`src/rtl/multi_cycle_ctrl_if.sv`:
```
// Control bus between the multi-cycle controller (master) and the datapath (slave).
// Carries the instruction fields and flags in, and every control strobe and status output back.
interface multi_cycle_ctrl_if;
  logic [5:0]  op;
  logic [5:0]  funct;
  logic        zero;
  logic        memRdy;

  logic        pcWr;
  logic        irWr;
  logic        nPC_sel;
  logic        jumpCrt;
  logic        regWr;
  logic [1:0]  regDst;
  logic [1:0]  memToReg;
  logic        aluSrc;
  logic [1:0]  aluOp;
  logic        extOp;
  logic        memWr;
  logic [2:0]  state;
  logic [31:0] retired;
  logic        illegal;

  modport master (
    input  op, funct, zero, memRdy,
    output pcWr, irWr, nPC_sel, jumpCrt, regWr, regDst, memToReg,
           aluSrc, aluOp, extOp, memWr, state, retired, illegal
  );

  modport slave (
    output op, funct, zero, memRdy,
    input  pcWr, irWr, nPC_sel, jumpCrt, regWr, regDst, memToReg,
           aluSrc, aluOp, extOp, memWr, state, retired, illegal
  );
endinterface

```
`src/rtl/multi_cycle_ctrl.sv`:
```
// Multi-cycle MIPS-subset controller: FETCH/DECODE/EXEC/MEMACC/WB/TRAP FSM with Moore/Mealy control decode.
// Optional MULTI_CYCLE_CTRL_MEMWAIT_EN: MEMACC stalls until memRdy is high.
module multi_cycle_ctrl (
  input  logic                  clock,
  input  logic                  reset,
  multi_cycle_ctrl_if.master    bus
);

  typedef enum logic [2:0] {
    ST_FETCH  = 3'd0,
    ST_DECODE = 3'd1,
    ST_EXEC   = 3'd2,
    ST_MEMACC = 3'd3,
    ST_WB     = 3'd4,
    ST_TRAP   = 3'd5
  } state_t;

  localparam logic [5:0] OP_RTYPE = 6'b000000;
  localparam logic [5:0] OP_ORI   = 6'b001101;
  localparam logic [5:0] OP_LW    = 6'b100011;
  localparam logic [5:0] OP_SW    = 6'b101011;
  localparam logic [5:0] OP_BEQ   = 6'b000100;
  localparam logic [5:0] OP_LUI   = 6'b001111;
  localparam logic [5:0] OP_J     = 6'b000010;
  localparam logic [5:0] OP_JAL   = 6'b000011;
  localparam logic [5:0] FN_ADDU  = 6'b100001;
  localparam logic [5:0] FN_SUBU  = 6'b100011;

  state_t      state_q, state_d;
  logic [31:0] retired_q, retired_d;
  logic        illegal_q, illegal_d;
  logic        retire;
  logic        mem_go;

  logic is_addu, is_subu, is_rtype, is_ori, is_lw, is_sw;
  logic is_beq, is_lui, is_j, is_jal, is_illegal;

`ifdef MULTI_CYCLE_CTRL_MEMWAIT_EN
  assign mem_go = bus.memRdy;
`else
  // Without the wait option MEMACC always completes in one cycle.
  logic unused_mem_rdy;
  assign unused_mem_rdy = bus.memRdy;
  assign mem_go         = 1'b1;
`endif

  always_comb begin
    is_addu    = (bus.op == OP_RTYPE) && (bus.funct == FN_ADDU);
    is_subu    = (bus.op == OP_RTYPE) && (bus.funct == FN_SUBU);
    is_rtype   = is_addu || is_subu;
    is_ori     = (bus.op == OP_ORI);
    is_lw      = (bus.op == OP_LW);
    is_sw      = (bus.op == OP_SW);
    is_beq     = (bus.op == OP_BEQ);
    is_lui     = (bus.op == OP_LUI);
    is_j       = (bus.op == OP_J);
    is_jal     = (bus.op == OP_JAL);
    is_illegal = !(is_rtype || is_ori || is_lw || is_sw || is_beq ||
                   is_lui || is_j || is_jal);
  end

  always_comb begin
    state_d      = state_q;
    illegal_d    = illegal_q;
    retire       = 1'b0;
    bus.pcWr     = 1'b0;
    bus.irWr     = 1'b0;
    bus.nPC_sel  = 1'b0;
    bus.jumpCrt  = 1'b0;
    bus.regWr    = 1'b0;
    bus.regDst   = 2'b00;
    bus.memToReg = 2'b00;
    bus.aluSrc   = 1'b0;
    bus.aluOp    = 2'b00;
    bus.extOp    = 1'b0;
    bus.memWr    = 1'b0;

    case (state_q)
      ST_FETCH: begin
        bus.irWr = 1'b1;
        bus.pcWr = 1'b1;
        state_d  = ST_DECODE;
      end

      ST_DECODE: begin
        if (is_j || is_jal) begin
          bus.pcWr    = 1'b1;
          bus.jumpCrt = 1'b1;
          retire      = 1'b1;
          state_d     = ST_FETCH;
          if (is_jal) begin
            bus.regWr    = 1'b1;
            bus.regDst   = 2'b10;
            bus.memToReg = 2'b10;
          end
        end else if (is_illegal) begin
          illegal_d = 1'b1;
          state_d   = ST_TRAP;
        end else begin
          state_d = ST_EXEC;
        end
      end

      ST_EXEC: begin
        if (is_beq) begin
          bus.aluOp   = 2'b01;
          bus.nPC_sel = 1'b1;
          bus.pcWr    = bus.zero;
          retire      = 1'b1;
          state_d     = ST_FETCH;
        end else if (is_rtype) begin
          bus.aluOp = is_subu ? 2'b01 : 2'b00;
          state_d   = ST_WB;
        end else if (is_ori) begin
          bus.aluSrc = 1'b1;
          bus.aluOp  = 2'b10;
          state_d    = ST_WB;
        end else if (is_lui) begin
          bus.aluSrc = 1'b1;
          bus.aluOp  = 2'b11;
          state_d    = ST_WB;
        end else begin
          // lw / sw: effective address = base + sign-extended offset
          bus.aluSrc = 1'b1;
          bus.extOp  = 1'b1;
          state_d    = ST_MEMACC;
        end
      end

      ST_MEMACC: begin
        bus.memWr = is_sw;
        if (mem_go) begin
          if (is_sw) begin
            retire  = 1'b1;
            state_d = ST_FETCH;
          end else begin
            state_d = ST_WB;
          end
        end
      end

      ST_WB: begin
        bus.regWr    = 1'b1;
        bus.regDst   = is_rtype ? 2'b01 : 2'b00;
        bus.memToReg = is_lw ? 2'b01 : 2'b00;
        retire       = 1'b1;
        state_d      = ST_FETCH;
      end

      ST_TRAP: begin
        state_d = ST_TRAP;
      end

      default: begin
        state_d = ST_FETCH;
      end
    endcase

    // Write strobes must stay quiet for the whole reset window, even though state_q reads FETCH.
    if (!reset) begin
      bus.pcWr  = 1'b0;
      bus.irWr  = 1'b0;
      bus.regWr = 1'b0;
      bus.memWr = 1'b0;
    end
  end

  assign retired_d = retire ? retired_q + 32'd1 : retired_q;

  always_ff @(posedge clock or negedge reset) begin
    if (!reset) begin
      state_q   <= ST_FETCH;
      retired_q <= 32'd0;
      illegal_q <= 1'b0;
    end else begin
      state_q   <= state_d;
      retired_q <= retired_d;
      illegal_q <= illegal_d;
    end
  end

  assign bus.state   = state_q;
  assign bus.retired = retired_q;
  assign bus.illegal = illegal_q;

endmodule

```
`src/flat_wrapper.sv`:
```
// flat-port wrapper written by rule: the top's interface ports become plain ports
module multi_cycle_ctrl_flat 
  (clock, reset, bus_op, bus_funct, bus_zero, bus_memRdy, bus_pcWr, bus_irWr, bus_nPC_sel, bus_jumpCrt, bus_regWr, bus_regDst, bus_memToReg, bus_aluSrc, bus_aluOp, bus_extOp, bus_memWr, bus_state, bus_retired, bus_illegal);
  multi_cycle_ctrl_if bus_i ();
  input  logic clock;
  input  logic reset;
  input wire logic [$bits(bus_i.op)-1:0] bus_op;
  input wire logic [$bits(bus_i.funct)-1:0] bus_funct;
  input wire logic [$bits(bus_i.zero)-1:0] bus_zero;
  input wire logic [$bits(bus_i.memRdy)-1:0] bus_memRdy;
  output wire logic [$bits(bus_i.pcWr)-1:0] bus_pcWr;
  output wire logic [$bits(bus_i.irWr)-1:0] bus_irWr;
  output wire logic [$bits(bus_i.nPC_sel)-1:0] bus_nPC_sel;
  output wire logic [$bits(bus_i.jumpCrt)-1:0] bus_jumpCrt;
  output wire logic [$bits(bus_i.regWr)-1:0] bus_regWr;
  output wire logic [$bits(bus_i.regDst)-1:0] bus_regDst;
  output wire logic [$bits(bus_i.memToReg)-1:0] bus_memToReg;
  output wire logic [$bits(bus_i.aluSrc)-1:0] bus_aluSrc;
  output wire logic [$bits(bus_i.aluOp)-1:0] bus_aluOp;
  output wire logic [$bits(bus_i.extOp)-1:0] bus_extOp;
  output wire logic [$bits(bus_i.memWr)-1:0] bus_memWr;
  output wire logic [$bits(bus_i.state)-1:0] bus_state;
  output wire logic [$bits(bus_i.retired)-1:0] bus_retired;
  output wire logic [$bits(bus_i.illegal)-1:0] bus_illegal;
  assign bus_i.op = bus_op;
  assign bus_i.funct = bus_funct;
  assign bus_i.zero = bus_zero;
  assign bus_i.memRdy = bus_memRdy;
  assign bus_pcWr = bus_i.pcWr;
  assign bus_irWr = bus_i.irWr;
  assign bus_nPC_sel = bus_i.nPC_sel;
  assign bus_jumpCrt = bus_i.jumpCrt;
  assign bus_regWr = bus_i.regWr;
  assign bus_regDst = bus_i.regDst;
  assign bus_memToReg = bus_i.memToReg;
  assign bus_aluSrc = bus_i.aluSrc;
  assign bus_aluOp = bus_i.aluOp;
  assign bus_extOp = bus_i.extOp;
  assign bus_memWr = bus_i.memWr;
  assign bus_state = bus_i.state;
  assign bus_retired = bus_i.retired;
  assign bus_illegal = bus_i.illegal;
  multi_cycle_ctrl u_core (.clock(clock), .reset(reset), .bus(bus_i));
endmodule
```
`config.mk`:
```
export PLATFORM = sky130hd
export DESIGN_NAME = multi_cycle_ctrl_flat
export DESIGN_NICKNAME = d
export VERILOG_FILES = /design/src/rtl/multi_cycle_ctrl_if.sv /design/src/rtl/multi_cycle_ctrl.sv /design/src/flat_wrapper.sv
export SDC_FILE = /design/constraint.sdc
export NUM_CORES = 1
export LEC_CHECK = 0
export BUFFER_PORTS_ARGS = -buffer_cell sky130_fd_sc_hd__buf_4
export CAP_MARGIN = 25
export CELL_PAD_IN_SITES_DETAIL_PLACEMENT = 1
export CELL_PAD_IN_SITES_GLOBAL_PLACEMENT = 2
export CORE_MARGIN = 2
export CORE_UTILIZATION = 30
export DETAILED_ROUTE_END_ITERATION = 10
export PLACE_DENSITY_LB_ADDON = 0.1
export SYNTH_ARGS = -nofsm -noshare
export SYNTH_HDL_FRONTEND = slang
export SYNTH_SLANG_ARGS = --single-unit
```
`constraint.sdc`:
```
create_clock -name clock -period 2.6 [get_ports clock]
set_clock_uncertainty 0.1 [all_clocks]
set_input_delay 0.39 -clock clock [delete_from_list [all_inputs] [get_ports clock]]
set_output_delay 0.39 -clock clock [all_outputs]
set_load 0.05 [all_outputs]
```
; ---- After elaboration in Yosys (flattened, before gate mapping)
; Cells that the tools add are included.
[word_totals]
ff_bits = 36
in_bits = 16
out_inout_bits = 50
wordCells = 79
[op_classes]
n_addsub = 1
n_eq_ne = 14
muxes = 45
bitwise = 2
n_reduce_logical = 14
[op_table]
columns = op, n
row1 = $add 32x1->32 const B, 1
row2 = $mux 1, 25
row3 = $eq 6x6->1 const B, 4
row4 = $mux 3, 7
row5 = $pmux 3 s5, 1
row6 = $mux 2, 7
row7 = $eq 6x2->1 const B, 2
row8 = $eq 6x4->1 const B, 2
row9 = $logic_or 1x1->1, 9
row10 = $pmux 2 s2, 2
row11 = $eq 3x2->1 const B, 2
row12 = $eq 3x3->1 const B, 2
row13 = $eq 6x3->1 const B, 1
row14 = $logic_not 6->1, 1
row15 = $pmux 1 s4, 1
row16 = $eq 3x1->1 const B, 1
row17 = $logic_not 3->1, 1
row18 = $pmux 1 s3, 1
row19 = $reduce_and 3->1, 1
row20 = $logic_and 1x1->1, 2
row21 = $not 1->1, 2
row22 = $pmux 1 s2, 1

; ---- Logic depth before layout (Yosys ltp)
; Gate-level depths: netlist (run 1).
[depth]
ltp_word = 13
ltp_mapped = 7
ltp_nobuf = 6

; ---- Least setup slack after synthesis (run 1)
; OpenSTA, ideal clock, no wires.
[synth_timing]
path_type = register to output
from = reg u_core.state_q[1], in the netlist u_core.bus.state[1]
to = out bus_memWr
arrival_ns = 2.466
required_ns = 2.110
setup_slack_ns = -0.356
path_stages_with_launch = 4
path_buffers = 1
path_cell_list = dfrtp_1 clkbuf_1 nand2_1 nor4_1
[synth_via]
elab_chain_cells = 3
[synth_lines]
columns = item, line
row1 = "start, declared", multi_cycle_ctrl.sv:29  ; state_t state_q, state_d;
row2 = "start signal, assigned", multi_cycle_ctrl.sv:176  ; state_q <= state_d;
row3 = $eq 3x2->1, multi_cycle_ctrl.sv:78  ; case (state_q)
row4 = $mux 1, multi_cycle_ctrl.sv:78
row5 = $mux 1, multi_cycle_ctrl.sv:160  ; if (!reset) begin
row6 = "end, declared", flat_wrapper.sv:21  ; output wire logic [$bits(bus_i.memWr)-1:0] bus_memWr;
; No other way between the ends.

; ---- Worst setup path in the final report (run 1)
[layout_timing]
from = reg u_core.state_q[2], in the netlist u_core.bus.state[2]
to = out bus_extOp
[layout_via]
elab_chain_cells = 2
[layout_lines]
columns = item, line
row1 = $eq 3x2->1, multi_cycle_ctrl.sv:78
row2 = $mux 1, multi_cycle_ctrl.sv:78
row3 = "end, declared", flat_wrapper.sv:20  ; output wire logic [$bits(bus_i.extOp)-1:0] bus_extOp;
; No other way between the ends.

==> impl_metrics.ini, run 1 <==
[status]
outcome = complete, no violations

[worst_setup_path]
category_of_the_worst_setup_path_capture_point = output pin
worst_ep_required_time_ns = 2.11
cp-start-kind = flop
timing.rr.start = u_core.bus.state[1]$_DFF_PN0_
crit_start = u_core.bus.state[2]$_DFF_PN0_
critPathArrivalTime_ns = 1.92
worstSetupPathType = reg -> out
timing.critical_path.fanout_max = 9

[grt]
grt_pass1_vias = 1977
globalRouteTotalUtil_pct = 16.6
grt_pass1_wl_um = 10000
grt_start_max_net_pins = 37
grt_overflow = 0
antenna_violations_before_repair = 0

[clocking]
clock_tree_from_tritoncts = done
cts_setup_buffers = 0
clockBufferDepth = 2
cts.clk_slew.worst_paths_ns = 0.08
cts_buffers = 5
clkSinkCount = 36
cts-htree-levels = 2
cts.root.buffer_cell = sky130_fd_sc_hd__clkbuf_8
worstSkewPairLatency_ns = 0.28

[die]
number_of_placement_rows = 30
die_ht_um = 88.1
initial_core_util_pct = 31.0
ioPinCount = 66
design.die.area_mm2 = 0.00775
placeableCoreArea_mm2 = 0.00683
fp.dieW_um = 88.1

[synth]
synth_compound_area_share_pct = 6.26
synth_largest_type_area_fraction_pct = 42.5
yosysWarnings = 0
ys_seq_elements = 36
synth_top_family_by_area = simple AND/OR/NAND/NOR gates
adder_and_majority_cell_fraction_of_the_synthesized_area_pct = 0.590
synth-seq-area-share_pct = 42.5
most_frequently_used_cell_type_in_the_post_synthesis_netlist = sky130_fd_sc_hd__dfrtp_1
yosys.area_share.simple_pct = 32.7
synth_largest_area_cell = sky130_fd_sc_hd__dfrtp_1
netlist_area_mm2 = 0.00212
most_frequent_cells_after_synthesis = sky130_fd_sc_hd__dfrtp_1 (36), sky130_fd_sc_hd__xor2_1 (29), sky130_fd_sc_hd__nor2_1 (15)
synth_area_per_inst_um2 = 9.50
synth_enable_flop_cells = 0
synth.net_count = 240
post_synth_xor_area_fraction_pct = 12.8
synthDistinctLibCells = 44
synth-main-ff-cell = sky130_fd_sc_hd__dfrtp_1
async_flop_share_pct = 100
ys_top_cells_by_area = sky130_fd_sc_hd__dfrtp_1 (43%), sky130_fd_sc_hd__xor2_1 (12%), sky130_fd_sc_hd__nor4_1 (4.1%), sky130_fd_sc_hd__nor4_2 (3.0%), sky130_fd_sc_hd__nand3_1 (2.8%)
yosys-mux-area-fraction_pct = 0.531
netlist_instances = 223

[route]
average_wire_length_per_cell_after_detail_routing_um = 15.5
first_iter_violations = 57
drt.antenna.violating_nets = 0
routed-via-count = 1949
avgViaCountPerCell = 4.95
detail_route.drc_violations = 0
routed_wirelength_um = 6090
drt_pass1_iterations = 2

[sta]
fin_crit_ns = 2.41
fmaxAchievable_ghz = 0.415
setup_repair_after_global_routing_missed_its_margin = no
finalHoldViolations = 0
setup_viol_count_final = 0
tightestPinTransition_ns = 0.827
period_share_pct = 92.7
max-slew-margin-rel_pct = 44.7
slew_violations = 0

[cells_and_area]
area.growth.synth_to_final_pct = 35.9
design.final.nets = 314
fillerInstances = 830
multiInputGateArea_mm2 = 0.00114
drive_gt1_share_pct = 34.9
final_standard_cell_utilization_of_the_core_pct = 42.2
insertedDiodeCount = 0
sequential_cell_area_um2 = 902

[flow_run]
max_cap_violations = 0

[hold_path]
worstHoldPathType = in -> async

[power]
p_sw_share_pct = 40.6
seq_power_share_pct = 39.4
p_comb_share_pct = 37.1
ir_drop_mv = 0.740
p_per_area_mw_per_mm2 = 617
switching_power_uw = 722
totalPowerFinal_uw = 1780
clock_power_share_pct = 23.4
leakage_power_uw = 0.00146
internal_power_uw = 1060

[placement]
detailedPlacementHpwl_um = 4480
routabilityCongestion = 0.776
port_buffer_cells = 64
## logic make-up (layout without fill, tap and decap cells)
logic type                 after synthesis  after routing
buffers and inverters                   20             95
muxes                                    1              1
xor gates and xnor gates                31             31
DFF                                     36             36
and+or+nand+nor                        115            115
adders and majority gates                1              1
AOI/OAI and AO/OA                       19             19
## placed cells by master (no fill, tap or decap), types with 2 or more instances in the layout
| master | count |
|---|---|
| sky130_fd_sc_hd__a21oi_1 | 5 |
| sky130_fd_sc_hd__and2_1 | 3 |
| sky130_fd_sc_hd__and3_1 | 5 |
| sky130_fd_sc_hd__and4_1 | 3 |
| sky130_fd_sc_hd__buf_4 | 77 |
| sky130_fd_sc_hd__clkbuf_8 | 6 |
| sky130_fd_sc_hd__clkinv_2 | 2 |
| sky130_fd_sc_hd__dfrtp_1 | 35 |
| sky130_fd_sc_hd__inv_1 | 9 |
| sky130_fd_sc_hd__nand2_1 | 14 |
| sky130_fd_sc_hd__nand2b_1 | 5 |
| sky130_fd_sc_hd__nand3_1 | 12 |
| sky130_fd_sc_hd__nand4_1 | 8 |
| sky130_fd_sc_hd__nor2_1 | 15 |
| sky130_fd_sc_hd__nor2b_1 | 4 |
| sky130_fd_sc_hd__nor3_1 | 11 |
| sky130_fd_sc_hd__nor3_2 | 3 |
| sky130_fd_sc_hd__nor3b_1 | 2 |
| sky130_fd_sc_hd__nor4_1 | 13 |
| sky130_fd_sc_hd__nor4_2 | 6 |
| sky130_fd_sc_hd__nor4b_1 | 3 |
| sky130_fd_sc_hd__o21ai_0 | 3 |
| sky130_fd_sc_hd__or3_1 | 2 |
| sky130_fd_sc_hd__xnor2_1 | 2 |
| sky130_fd_sc_hd__xor2_1 | 29 |
## path summary, 6_finish.rpt
path / endpoint / slack [ns] / cells after the start
max in group asynchronous: u_core.bus.state[2]$_DFF_PN0_ / 1.95 / 2
worst min register to register: u_core.bus.illegal$_DFFE_PN0P_ / 0.36 / 1
worst max-delay path: bus_extOp / 0.19 / 7
min in group clock: u_core.bus.illegal$_DFFE_PN0P_ / 0.36 / 1
worst min-delay path: u_core.bus.retired[30]$_DFFE_PN0P_ / 0.08 / 2
worst max register to register: u_core.bus.retired[20]$_DFFE_PN0P_ / 0.28 / 5
## through the flow
stage               instance area [um2]  TNS, ns  setup WS (ns)  hold WS (ns)  std cells
floorplan                          2140   -0.301         -0.151      -0.00559        223
global placement                   2780        0          0.203         0.347        385
detailed placement                 2780        0          0.174         0.348        385
CTS                                2870        0          0.112         0.107        393
global route                       2880        0         0.0361         0.118        394
finish                             2880        0          0.191        0.0824        394
## layout make-up
type,count,area share (%)
Clock buffer,6,2.87
Sequential cell,36,31.3
Tap cell,96,4.17
Multi-Input combinational cell,167,39.7
Inverter,9,1.17
Clock inverter,2,0.348
Timing Repair Buffer,78,20.5
## flip-flops by register name, summed over array words and instances (netlist names)
name,cells
u_core.bus.illegal,1
u_core.bus.retired,32
u_core.bus.state,3
## worst max-delay path, cell delays in order (launching register included)
cell and delay, ns:
sky130_fd_sc_hd__dfrtp_2 0.48, sky130_fd_sc_hd__nand2b_1 0.22, sky130_fd_sc_hd__buf_4 0.18, sky130_fd_sc_hd__nor2_1 0.12, sky130_fd_sc_hd__o21ai_0 0.16, sky130_fd_sc_hd__nand2b_1 0.23, sky130_fd_sc_hd__inv_1 0.07, sky130_fd_sc_hd__buf_4 0.19
## per-layer routing
metal / global-route usage (%) / vias to the layer above / routed length [um]
li1: - / 949 / -
met3: 3.39 / 7 / 238
met1: 22.6 / 960 / 2980
met5: 0 / - / 0
met2: 27.1 / 33 / 2800
met4: 4.55 / 0 / 66
## what timing repair did
action / 4_1_cts / 5_1_grt
resized for setup: 0 / 1
setup endpoints to repair: 0 / 1
hold endpoints to repair: 0 / 0
hold buffers: 0 / 0
## power groups by stage
stage / clock [uW] / sequential, uW / combinational [uW]
2_1_floorplan: 0 / 856 / 265
3_3_place_gp: 0 / 709 / 661
3_5_place_dp: 0 / 708 / 666
4_1_cts: 441 / 699 / 668
5_1_grt: 459 / 713 / 711
6_report: 416 / 701 / 660
No activity file was read; power rests on OpenSTA's default activity.
==> run 2: changes to the inputs <==
Settings changed: CORE_MARGIN 2 to not set.
==> run 2 against run 1 <==
Effect of this change:
- design area down 0.39%
- critical path depth down 1
- register-to-register slack about the same
- wire length down 3.5%
- utilization up 0.067 points
- hold slack worse by 0.0052 ns
- via count down 0.97%
- sequential power about the same
- total power about the same
- global-route usage up 0.17 points
- sequential share of layout area up 0.12 points
- die area down 4.5%
- largest power group unchanged
==> impl_metrics.ini, run 2 (synthesis results as in run 1) <==
[status]
outcome = complete, no violations

[route]
wl_met2_um = 2830
post_route_m1_wl_um = 2760
drt.antenna.violating_nets = 0
drt_pass1_iterations = 4
average_wire_length_per_cell_after_detail_routing_um = 15.0
met3_wirelength_um = 259
detail_route.drc_violations = 0
routed_wirelength_um = 5880
avgViaCountPerCell = 4.91
routed-via-count = 1930
first_iter_violations = 50
top_signal_layer_used = met4

[sta]
finalHoldWorstSlack_ns = 0.0771
slew_violations = 0
fin_crit_ns = 2.40
setup_repair_after_global_routing_missed_its_margin = no
period_share_pct = 92.3
finalHoldViolations = 0
setup_viol_count_final = 0
finalSetupTns_ns = 0
max-slew-margin-rel_pct = 31.1
tightestPinTransition_ns = 1.03
fmaxAchievable_ghz = 0.417

[clocking]
clock_tree_from_tritoncts = done
clkSinkCount = 36
clockBufferDepth = 2
cts.clk_slew.worst_paths_ns = 0.07
cts.root.buffer_cell = sky130_fd_sc_hd__clkbuf_8
cts_setup_buffers = 0
cts.hold.buffers_added = 0
cts_buffers = 5
cts-htree-levels = 2
worstSkewPairLatency_ns = 0.29

[grt]
grt_pass1_wl_um = 9750
grt_overflow = 0
grt_pass1_vias = 1913
globalRouteTotalUtil_pct = 16.8
antenna_violations_before_repair = 0
grt_start_max_net_pins = 37

[die]
initial_core_util_pct = 31.2
fp.dieW_um = 86.1
design.die.area_mm2 = 0.00741
ioPinCount = 66
placeableCoreArea_mm2 = 0.00679
die_ht_um = 86.1
number_of_placement_rows = 30

[worst_setup_path]
category_of_the_worst_setup_path_capture_point = output pin
cp-start-kind = flop
worstSetupPathType = reg -> out
worst_ep_required_time_ns = 2.11
crit_buf_inv = 2
cpMostUsedCell = sky130_fd_sc_hd__buf_4
timing.critical_path.fanout_max = 7
critPathArrivalTime_ns = 1.91
crit_family = simple AND/OR/NAND/NOR gates
crit_path_cell_trace = buf_4 > nor2b_1 > and3_1 > a21oi_1 > nor3b_2 > buf_4
timing.critical_path.slowest_cell_delay_ns = 0.46
worst_path_max_delay_cell = sky130_fd_sc_hd__dfrtp_1

[cells_and_area]
most_common_cell_after_layout_fill_and_taps_aside = sky130_fd_sc_hd__buf_4
fillerInstances = 794
sequential_cell_area_um2 = 902
finalNonFillerCells = 393
design.final.nets = 313
drive_gt1_share_pct = 34.3
area.growth.synth_to_final_pct = 35.4
insertedDiodeCount = 0
number_of_flip_flops_under_the_largest_register_name = 32
multiInputGateArea_mm2 = 0.00114
most_used_cells_in_the_layout_excluding_fill_and_tap_cells = sky130_fd_sc_hd__buf_4 (77), sky130_fd_sc_hd__dfrtp_1 (35), sky130_fd_sc_hd__xor2_1 (29)

[power]
internal_power_uw = 1060
ir_drop_mv = 0.498
clock_power_share_pct = 23.4
seq_power_share_pct = 39.3
totalPowerFinal_uw = 1780
p_per_area_mw_per_mm2 = 620
p_comb_share_pct = 37.3
p_sw_share_pct = 40.3
leakage_power_uw = 0.00145
switching_power_uw = 716

[hold_path]
worstHoldPathType = in -> async

[placement]
dp_cells = 385
routabilityCongestion = 0.772
port_buffer_cells = 64
detailedPlacementHpwl_um = 4330

[flow_run]
max_cap_violations = 0
run 2: path summary, 6_finish.rpt:
| path | start | slack (ns) | cells past startpoint | end |
|---|---|---|---|---|
| min in group clock | u_core.bus.illegal$_DFFE_PN0P_ | 0.36 | 1 | u_core.bus.illegal$_DFFE_PN0P_ |
| worst max register to register | u_core.bus.state[1]$_DFF_PN0_ | 0.29 | 5 | u_core.bus.retired[31]$_DFFE_PN0P_ |
| worst max-delay path | u_core.bus.state[0]$_DFF_PN0_ | 0.20 | 6 | bus_regWr |
| max in group asynchronous | reset | 1.94 | 2 | u_core.bus.state[2]$_DFF_PN0_ |
| worst min register to register | u_core.bus.illegal$_DFFE_PN0P_ | 0.36 | 1 | u_core.bus.illegal$_DFFE_PN0P_ |
| worst min-delay path | reset | 0.08 | 2 | u_core.bus.retired[31]$_DFFE_PN0P_ |
run 2: repair_timing:
item                       in CTS  in global routing
gates resized for setup         0                  2
hold endpoints to repair        0                  0
setup endpoints to repair       0                  1
run 2: cell type report:
class                   count  share of cell area (%)
well taps                  96                    4.19
inverters                   9                    1.18
repair buffers             77                    20.1
multi-input cells         167                    39.9
clock buffers               8                    3.14
flip-flops and latches     36                    31.4
run 2: power by group through the flow:
stage | combinational, uW | clock [uW] | sequential [uW]
2_1_floorplan | 265 | 0 | 856
3_3_place_gp | 663 | 0 | 706
5_1_grt | 713 | 461 | 710
3_5_place_dp | 668 | 0 | 707
4_1_cts | 671 | 434 | 699
6_report | 664 | 416 | 698
run 2: metal layers:
layer	GRT usage, %	up-vias
met1	22.9	945
met4	4.09	0
met2	26.8	39
met3	4.14	4
met5	0	-
li1	-	942
run 2: metrics by stage:
stage	util, %	area [um2]	setup slack, ns
final	42.2	2870	0.200
after global placement	40.7	2770	0.212
after CTS	42.2	2870	0.121
after floorplan	-	2140	-0.151
after detailed placement	40.8	2780	0.210
after global routing	42.2	2870	0.0209
